--- src/rtl/vga_fb_arbiter.sv ---
// Shares one single-port framebuffer between the display prefetch (show-ahead FIFO)
// and a pixel writer. All memory-side outputs are registered; grants are decided one cycle ahead.
module vga_fb_arbiter #(
    parameter int HDISP      = 640,
    parameter int VDISP      = 480,
    parameter int DATA_W     = 16,
    parameter int FIFO_DEPTH = 16,
    parameter int LOW_WM     = 4,
    localparam int NPIX      = HDISP * VDISP,
    localparam int ADDR_W    = $clog2(NPIX)
) (
    input  logic              CLK,
    input  logic              RST,
    input  logic              VGA_BLANK,
    input  logic              VGA_VS,
    output logic [DATA_W-1:0] pix_data,
    output logic              underflow,
    input  logic              wr_req,
    input  logic [ADDR_W-1:0] wr_addr,
    input  logic [DATA_W-1:0] wr_data,
    output logic              wr_ack,
    output logic [ADDR_W-1:0] mem_addr,
    output logic              mem_re,
    output logic              mem_we,
    output logic [DATA_W-1:0] mem_wdata,
    input  logic [DATA_W-1:0] mem_rdata
);
    localparam int PTR_W = $clog2(FIFO_DEPTH);
    localparam int CNT_W = PTR_W + 1;
    localparam int RA_W  = ADDR_W + 1;

    localparam logic [1:0] ST_SYNC  = 2'd0;
    localparam logic [1:0] ST_FLUSH = 2'd1;
    localparam logic [1:0] ST_RUN   = 2'd2;

    logic [1:0]        state;
    logic [DATA_W-1:0] fifo_mem [FIFO_DEPTH];
    logic [PTR_W-1:0]  rptr, wptr;
    logic [CNT_W-1:0]  count;
    logic [RA_W-1:0]   rd_addr;
    logic              rd_vld;
    logic [CNT_W:0]    level_tot;
    logic              empty, push, pop, low;
    logic              rd_elig, wr_elig, grant_rd, grant_wr;

    // Entries already stored plus reads on the port and on the return bus;
    // bounding this total is what keeps the FIFO from overflowing.
    assign level_tot = {1'b0, count} + {{CNT_W{1'b0}}, mem_re} + {{CNT_W{1'b0}}, rd_vld};
    assign empty     = (count == '0);
    assign low       = (count <= CNT_W'(LOW_WM));
    assign rd_elig   = (state == ST_RUN) && VGA_VS && (rd_addr < RA_W'(NPIX))
                       && (level_tot < (CNT_W+1)'(FIFO_DEPTH));
    // The request acked this cycle is still held by the writer; do not grant it twice.
    assign wr_elig   = wr_req && !wr_ack;
    assign grant_rd  = rd_elig && (low || !wr_elig);
    assign grant_wr  = wr_elig && !grant_rd;
    assign push      = rd_vld && (state == ST_RUN) && VGA_VS;
    assign pop       = VGA_BLANK && !empty;
    assign pix_data  = empty ? '0 : fifo_mem[rptr];

    always_ff @(posedge CLK) begin
        if (RST) begin
            state     <= ST_SYNC;
            rptr      <= '0;
            wptr      <= '0;
            count     <= '0;
            rd_addr   <= '0;
            rd_vld    <= 1'b0;
            underflow <= 1'b0;
            mem_re    <= 1'b0;
            mem_we    <= 1'b0;
            wr_ack    <= 1'b0;
            mem_addr  <= '0;
            mem_wdata <= '0;
        end else begin
            mem_re <= grant_rd;
            mem_we <= grant_wr;
            wr_ack <= grant_wr;
            rd_vld <= mem_re;
            if (grant_wr) begin
                mem_addr  <= wr_addr;
                mem_wdata <= wr_data;
            end else if (grant_rd) begin
                mem_addr <= rd_addr[ADDR_W-1:0];
            end

            if (!VGA_VS) begin
                state     <= ST_FLUSH;
                rptr      <= '0;
                wptr      <= '0;
                count     <= '0;
                rd_addr   <= '0;
                underflow <= 1'b0;
            end else begin
                if (state == ST_FLUSH)
                    state <= ST_RUN;
                else if (state != ST_RUN && state != ST_SYNC)
                    state <= ST_SYNC;
                if (grant_rd) rd_addr <= rd_addr + RA_W'(1);
                if (push)     wptr    <= wptr + PTR_W'(1);
                if (pop)      rptr    <= rptr + PTR_W'(1);
                if (push && !pop)
                    count <= count + CNT_W'(1);
                else if (pop && !push)
                    count <= count - CNT_W'(1);
                if (VGA_BLANK && empty) underflow <= 1'b1;
            end
        end
    end

    always_ff @(posedge CLK) begin
        if (push) fifo_mem[wptr] <= mem_rdata;
    end

endmodule
--- config.mk ---
export PLATFORM = sky130hd
export DESIGN_NAME = vga_fb_arbiter
export DESIGN_NICKNAME = d
export VERILOG_FILES = /design/src/rtl/vga_fb_arbiter.sv
export SDC_FILE = /design/constraint.sdc
export NUM_CORES = 1
export LEC_CHECK = 0
export CORE_UTILIZATION = 58
export CTS_CLUSTER_DIAMETER = 60
export DETAILED_ROUTE_END_ITERATION = 8
export GPL_TIMING_DRIVEN = 1
export HOLD_SLACK_MARGIN = 0.06
export PLACE_DENSITY = 0.82
export SLEW_MARGIN = 5
export SYNTH_ARGS = -nofsm -noshare
export SYNTH_HDL_FRONTEND = slang
export SYNTH_SLANG_ARGS = --single-unit
--- constraint.sdc ---
create_clock -name CLK -period 4.2 [get_ports CLK]
set_input_delay 0.42 -clock CLK [delete_from_list [all_inputs] [get_ports CLK]]
set_output_delay 0.42 -clock CLK [all_outputs]
set_load 0.01 [all_outputs]
==> impl_metrics.ini, run 1 <==
[synthesis]
synth.distinct_cells = 50
synth_edf_count = 256
synth.avg_cell_area_um2 = 16.5
netlist_area_mm2 = 0.0133
synth_compound_area_share_pct = 5.09
synth_seq_cells = 334
synth_top_family_by_area = multiplexers
syn_inst = 803
syn_nets = 872
yosysWarnings = 0
synthMuxAreaShare_pct = 13.9
synth_xor_area_share_pct = 1.06
async_reset_ff_share_pct = 0
synth_adder_area_share_pct = 1.28
yosysSeqAreaShare_pct = 69.6
synth-simple-area-share_pct = 6.76
synth_flop_cell = edfxtp_1

[power]
power.share.clock_pct = 44.6
switching_share_pct = 20.0
seqPwrFrac_pct = 51.9
pwr-share-comb_pct = 3.5
p_switching_w = 0.00139
p_int_w = 0.00554
ir_worst_vdd_mv = 0.369
p_per_area_mw_per_mm2 = 433
p_leak_nw = 5.08

[floorplan]
num_rows = 54
core_area_mm2 = 0.0222
die_y_um = 153
die-area_mm2 = 0.0235
fp.dieW_um = 153
start_util_pct = 59.9
ios = 111

[timing]
fin_crit_sh_pct = 85.3
slew-limit-headroom_pct = 25.6
setup_violations = 0
period_minus_slack_ns = 3.58
fmax_mhz = 279
clock-skew-final_ns = 0.0253
worst_pin_slew_ns = 1.11
slew_violations = 0
setup_tns_ns = 0
grt_setup_unrepaired = no
final_hold_viol_count = 0
setup_slack_ns = 0.617

[drt]
vias_per_cell = 6.21
drt_wl_total_mm = 29.7
wl_per_cell_um = 24.0
first_pass_iters = 5
drtAntennaViolNets = 0
vias = 7696
drt_iter0_drc = 536
drt_drc_violations_left = 0

[clock_tree]
cts_resized = 0
clockBufferDepth = 3
post_cts_buffers = 0
clock_latency_ns = 0.52
cts_sinks = 334
clk_transition_reported_paths_ns = 0.06
cts_made_buffers = 35
cts_tree = yes
cts_hold_buf = 0
cts.htree.levels = 2
cts-root-buf = clkbuf_16

[final_layout]
drive_gt1_share_pct = 19.9
final_nets = 1004
area_growth_syn_to_layout_pct = 20.6
diodes = 0

[setup_path]
critPathCaptureType = output pin
critPathLaunchType = flip-flop
critPathArrivalTime_ns = 3.16
required_ns = 3.78
reg2reg_slack_ns = 1.29
critPathKind = reg -> out
crit_path_max_fanout = 41

[grt]
grt_start_max_net_pins = 42
grt_usage_pct = 26.4
antenna_found_initial = 0
grt_pass1_wl_mm = 45.9
grt.overflow.total = 0
grt_pass1_vias = 8001

[place]
pre_cts_ws_ns = 0.953
dp_hpwl_mm = 17.1
gp_congestion = 0.807
io_buffers = 110

[outcome]
status = complete, no violations

[min_path]
hp-class = reg -> reg

[job]
cap_violations = 0
[per-layer routing]
layer,vias up,global-route usage (%),part of all wire (%)
met5,-,0,0
met4,0,8.27,2.4
met3,57,4.99,8.2
met2,375,45.1,50
met1,3863,34.5,39
li1,3401,-,-
[registers in the layout, summed over array words and instances, names as in the netlist, named ones only]
signal     count
mem_re         1
count          5
rptr           4
mem_we         1
mem_addr      19
wptr           4
mem_wdata     16
rd_addr       20
fifo_mem     256
rd_vld         1
underflow      1
state          2
[worst max-delay path, stage by stage (launching register included)]
cell and delay, ns:
dfxtp_2 0.76, buf_12 0.33, mux4_2 0.39, mux4_2 0.48
nor2b_1 0.16, clkdlybuf4s50_1 0.49
[power groups by stage]
stage                     Combinational (W)  Clock [W]  Sequential (W)
after global routing               0.000266    0.00326         0.00360
final                              0.000245    0.00309         0.00359
after floorplan                   0.0000762          0         0.00368
after CTS                          0.000246    0.00314         0.00359
after detailed placement           0.000244          0         0.00366
after global placement             0.000238          0         0.00366
[synth_stat cells (all sizes together) (12+ instances only)]
master / count / area (µm²)
edfxtp: 256 / 7690
mux4: 80 / 1800
dfxtp: 78 / 1560
nor2: 62 / 233
nand2: 46 / 173
a21oi: 36 / 180
clkbuf: 25 / 95.1
inv: 25 / 93.8
nor2b: 20 / 125
buf: 19 / 97.6
a2111oi: 17 / 194
o22ai: 17 / 106
o21ai: 15 / 78.8
ha: 12 / 150
or3: 12 / 75.1
[layout make-up]
class,instances,area (µm²)
Clock buffer,44,975
Clock inverter,18,189
Fill cell,1361,6150
Inverter,25,93.8
Multi-Input combinational cell,399,3790
Sequential cell,334,9250
Tap cell,280,350
Timing Repair Buffer,140,1360
[worst paths after layout]
| check | from | endpoint | cells past startpoint |
|---|---|---|---|
| setup / recovery | flip-flop | pix_data[13] | 5 |
| hold / removal | mem_wdata[11] | mem_wdata[11] | 2 |
| setup reg to reg | count[0] | mem_wdata[12] | 7 |
| hold reg to reg | mem_wdata[11] | mem_wdata[11] | 2 |
[metrics by stage]
step / power, W / util, % / hold WS (ns) / cells / area [µm²]
6_report: 0.00693 / 72.3 / 0.455 / 1240 / 16000
3_5_place_dp: 0.00391 / 67.0 / 0.448 / 1178 / 14800
3_3_place_gp: 0.00390 / 67.0 / 0.440 / 1178 / 14800
2_1_floorplan: 0.00375 / - / 0.431 / 803 / 13300
5_1_grt: 0.00712 / 72.3 / 0.465 / 1240 / 16000
4_1_cts: 0.00698 / 72.3 / 0.441 / 1240 / 16000
[cell usage in the layout (no fill, tap or decap), drive strengths merged, types with 2 or more instances in the layout]
cell	count
edfxtp	256
clkdlybuf4s50	110
mux4	80
dfxtp	78
nor2	62
nand2	46
clkbuf	44
a21oi	36
buf	30
inv	27
nor2b	20
o22ai	17
a2111oi	17
o21ai	15
or3	12
ha	12
clkinv	11
xnor2	10
nand3	9
nor3	8
xor2	6
nor4	6
nand2b	5
nand4	5
mux2i	5
and2	4
o21a	4
bufinv	3
and3	3
o41ai	2
a31oi	2
clkinvlp	2
and4	2
or4	2
[kinds of logic (layout without fill, tap and decap cells)]
kind of cell               after synthesis  after routing
buffers and inverters                   70            227
and+or+nand+nor                        187            187
AOI/OAI and AO/OA                       98             98
muxes                                   85             85
adders and majority gates               13             13
DFF                                    334            334
xor gates and xnor gates                16             16
Note: power is estimated with default switching activity, not from simulation.
==> run 2, diff against run 1 <==
CTS_CLUSTER_SIZE = 24   (was default)
==> run 2 against run 1 <==
Clock power decreased by 31%. Critical path type unchanged. Critical endpoint is now pix_data[5]. Worst hold slack about the same. Sequential cell count unchanged. Fmax decreased by 0.50%.
==> impl_metrics.ini, run 2 (synthesized netlist as in run 1, its figures left out) <==
[outcome]
status = complete, no violations

[timing]
slew_violations = 0
period_minus_slack_ns = 3.60
worst_pin_slew_ns = 1.12
setup_tns_ns = 0
grt_setup_unrepaired = no
fin_crit_sh_pct = 85.7
fmax_mhz = 278
final_hold_viol_count = 0
setup_slack_ns = 0.599
clock-skew-final_ns = 0.0160
slew-limit-headroom_pct = 25.3
setup_violations = 0

[final_layout]
largest_reg_flops = 256
area_growth_syn_to_layout_pct = 17.0
diodes = 0
final_nets = 990
top_register = fifo_mem
post-route-util_pct = 70.1
layout_common_cells = edfxtp_1 (256), clkdlybuf4s50_1 (110), mux4_2 (80)
drive_gt1_share_pct = 18.3
fillers = 1423
stdcell_count = 1213
reg_top3 = fifo_mem (256), rd_addr (20), mem_addr (19)
final_common_cell = edfxtp_1

[clock_tree]
clk_transition_reported_paths_ns = 0.08
cts_resized = 0
clock_latency_ns = 0.52
cts_hold_buf = 0
cts_sinks = 334
post_cts_buffers = 0
cts-root-buf = clkbuf_16
cts_tree = yes
cts.htree.levels = 1
cts_made_buffers = 21
clockBufferDepth = 3

[drt]
wl_per_cell_um = 23.3
drt_drc_violations_left = 0
first_pass_iters = 6
vias = 7533
drt_iter0_drc = 605
drt_wl_total_mm = 28.3
drtAntennaViolNets = 0
vias_per_cell = 6.21

[grt]
grt_pass1_vias = 7768
antenna_found_initial = 0
grt.overflow.total = 0
grt_pass1_wl_mm = 44.3
grt_start_max_net_pins = 42
grt_usage_pct = 25.1

[place]
dp_hpwl_mm = 17.1
pre_cts_ws_ns = 0.953
dp.cells = 1178
gp_congestion = 0.807
io_buffers = 110

[setup_path]
critPathCaptureType = output pin
critPathLaunchType = flip-flop
required_ns = 3.78
crit_path_max_fanout = 24
critPathArrivalTime_ns = 3.18
critPathKind = reg -> out

[floorplan]
die_y_um = 153
die-area_mm2 = 0.0235
start_util_pct = 59.9
core_area_mm2 = 0.0222
fp.dieW_um = 153
num_rows = 54
ios = 111

[job]
cap_violations = 0

[min_path]
hp-class = in -> reg

[power]
ir_worst_vdd_mv = 0.229
p_leak_nw = 4.84
p_per_area_mw_per_mm2 = 384
[run 2: changes by cell type in the layout (fill, tap and decap cells not counted), sizes merged]
cell    delta
clkbuf    -21
bufinv     -2
inv        +4
clkinv     -8
[run 2: through the flow]
stage                     power, W  hold slack (ns)  instance area (µm²)
after floorplan            0.00375            0.431                13300
after detailed placement   0.00391            0.448                14800
after global routing       0.00615            0.462                15500
final                      0.00597            0.455                15500
after CTS                  0.00602            0.440                15500
after global placement     0.00390            0.440                14800
[run 2: final cells by class]
| class | instances | area [µm²] | share of cell area (%) |
|---|---|---|---|
| tap | 280 | 350 | 2.26 |
| clock inverter | 12 | 141 | 0.910 |
| inverter | 25 | 93.8 | 0.604 |
| sequential | 334 | 9250 | 59.6 |
| timing repair buffer | 140 | 1360 | 8.78 |
| multi-input combinational | 399 | 3790 | 24.4 |
| clock buffer | 23 | 543 | 3.50 |
[run 2: path summary, 6_finish.rpt]
check                 from             to  slack (ns)  depth (start not counted)
max reg2reg       count[0]  mem_wdata[12]        1.28                          7
min reg2reg  mem_wdata[10]  mem_wdata[10]        0.45                          2
max              flip-flop    pix_data[5]        0.60                          5
min            wr_data[11]  mem_wdata[11]        0.45                          3
[run 2: worst max-delay path, stage by stage, from the launching register on]
cell	delay, ns
dfxtp_4	0.65
buf_12	0.29
mux4_2	0.60
mux4_2	0.49
nor2b_1	0.14
clkdlybuf4s50_1	0.48
[run 2: metal layers]
metal	vias up	wire, µm	part of all wire [%]	GRT usage, %
met2	379	13900	49	42.2
met3	42	2420	8.6	3.88
met4	0	671	2.4	6.83
met5	-	0	0	0
li1	3357	-	-	-
met1	3755	11300	40	34.3
[run 2: power by group]
group	internal (W)	switching, W
Clock	0.00104	0.00110
Combinational	0.000124	0.000121
Sequential	0.00357	0.0000163
==> run 3, diff against run 2 <==
CTS_CLUSTER_DIAMETER = 200   (was 60)
==> run 3 against run 2 <==
Clock skew fell by 0.0052 ns. Clock power fell by 19%. Design area fell by 1.4%.
==> impl_metrics.ini, run 3 (synthesized netlist as in run 1, its figures left out) <==
[setup_path]
r2r_cells = 7
reg2reg_slack_ns = 1.29
critPathArrivalTime_ns = 3.14
r2r_start = count[0]
crit_path_max_fanout = 24
path_buf_inv = 2
cpMostUsedCell = mux4_2
max_stage_delay_ns = 0.66
critPathCaptureType = output pin
path_depth = 5
critPathKind = reg -> out
critPathLaunchType = flip-flop
required_ns = 3.78
cp_top_family = multiplexers
crit_slowest_cell = dfxtp_4
crit_chain = buf_12 > mux4_2 > mux4_2 > nor2b_1 > clkdlybuf4s50_1

[grt]
gr-usage-met1_pct = 33.5
grt_use_met3_pct = 4.08
grt_pass1_wl_mm = 43.6
globalRouteMet2Util_pct = 41.4
gr-max-usage-layer = met2
grt.overflow.total = 0
antenna_found_initial = 0
grt_start_max_net_pins = 42
grt_usage_pct = 24.5
grt_pass1_vias = 7693

[floorplan]
ios = 111
start_util_pct = 59.9
die_y_um = 153
num_rows = 54
fp.dieW_um = 153
core_area_mm2 = 0.0222
die-area_mm2 = 0.0235

[final_layout]
final_common_cell = edfxtp_1
drive_gt1_share_pct = 17.0
layout_common_cells = edfxtp_1 (256), clkdlybuf4s50_1 (110), mux4_2 (80)
reg_top3 = fifo_mem (256), rd_addr (20), mem_addr (19)
final_nets = 986
largest_reg_flops = 256
top_register = fifo_mem
area_growth_syn_to_layout_pct = 15.3
post-route-util_pct = 69.1
diodes = 0

[drt]
drt_drc_violations_left = 0
first_pass_iters = 4
vias_per_cell = 6.19
vias = 7431
drt_iter0_drc = 637
drt_wl_total_mm = 27.7
drtAntennaViolNets = 0
wl_per_cell_um = 23.0

[timing]
fmax_mhz = 281
final_hold_viol_count = 0
slew-limit-headroom_pct = 26.2
worst_pin_slew_ns = 1.10
slew_violations = 0
setup_tns_ns = 0
grt_setup_unrepaired = no
setup_violations = 0
clock-skew-final_ns = 0.0108
period_minus_slack_ns = 3.56
fin_crit_sh_pct = 84.8

[power]
power.share.clock_pct = 31.1
switching_share_pct = 19.8
seqPwrFrac_pct = 64.5
p_leak_nw = 4.74
p_int_w = 0.00446
p_switching_w = 0.00110
p_per_area_mw_per_mm2 = 363
pwr-share-comb_pct = 4.4
ir_worst_vdd_mv = 0.225

[clock_tree]
cts_tree = yes
post_cts_buffers = 0
cts_hold_buf = 0
clk_transition_reported_paths_ns = 0.09
clockBufferDepth = 3
cts_sinks = 334
clock_latency_ns = 0.50
cts_made_buffers = 17
cts_resized = 0
cts-root-buf = clkbuf_16
cts.htree.levels = 1

[place]
io_buffers = 110
gp_congestion = 0.807
dp_hpwl_mm = 17.1

[outcome]
status = complete, no violations

[min_path]
holdPathStages = 3
min_from = wr_data[11]
hp-class = in -> reg

[job]
cap_violations = 0
## run 3: per-stage QoR
| step | worst slack [ns] | power, W | cell area (µm²) | hold slack, ns | std cells |
|---|---|---|---|---|---|
| 3_3_place_gp | 1.04 | 0.00390 | 14800 | 0.440 | 1178 |
| 3_5_place_dp | 0.953 | 0.00391 | 14800 | 0.448 | 1178 |
| 4_1_cts | 0.582 | 0.00560 | 15300 | 0.445 | 1201 |
| 6_report | 0.640 | 0.00556 | 15300 | 0.459 | 1201 |
| 5_1_grt | 0.475 | 0.00573 | 15300 | 0.459 | 1201 |
| 2_1_floorplan | 1.17 | 0.00375 | 13300 | 0.431 | 803 |
## run 3: final timing paths
| kind | endpoint |
|---|---|
| worst max-delay path | pix_data[7] |
| worst min-delay path | mem_wdata[11] |
| worst max register to register | mem_wdata[12] |
| worst min register to register | mem_wdata[11] |
## run 3: per-layer routing
metal | part of all wire [%] | vias to the layer above
li1 | - | 3340
met1 | 41 | 3748
met2 | 49 | 302
met3 | 7.3 | 41
met4 | 2.2 | 0
met5 | 0 | -
## run 3: power groups by stage
stage	combinational [W]	clock, W	sequential, W
after floorplan	0.0000762	0	0.00368
after global placement	0.000238	0	0.00366
after detailed placement	0.000244	0	0.00366
after CTS	0.000245	0.00176	0.00359
after global routing	0.000265	0.00187	0.00359
final	0.000244	0.00173	0.00359
## run 3: area by class of cell
class                      count  area, µm²
sequential                   334       9250
fill                        1447       6850
multi-input combinational    399       3790
timing repair buffer         140       1360
clock buffer                  22        454
tap                          280        350
inverter                      25       93.8
clock inverter                 1       8.76
## run 3: tightest hold or removal path, cell delays in order
cell and delay, ns:
clkdlybuf4s50_1 0.39, nand2_1 0.05, a21oi_1 0.05
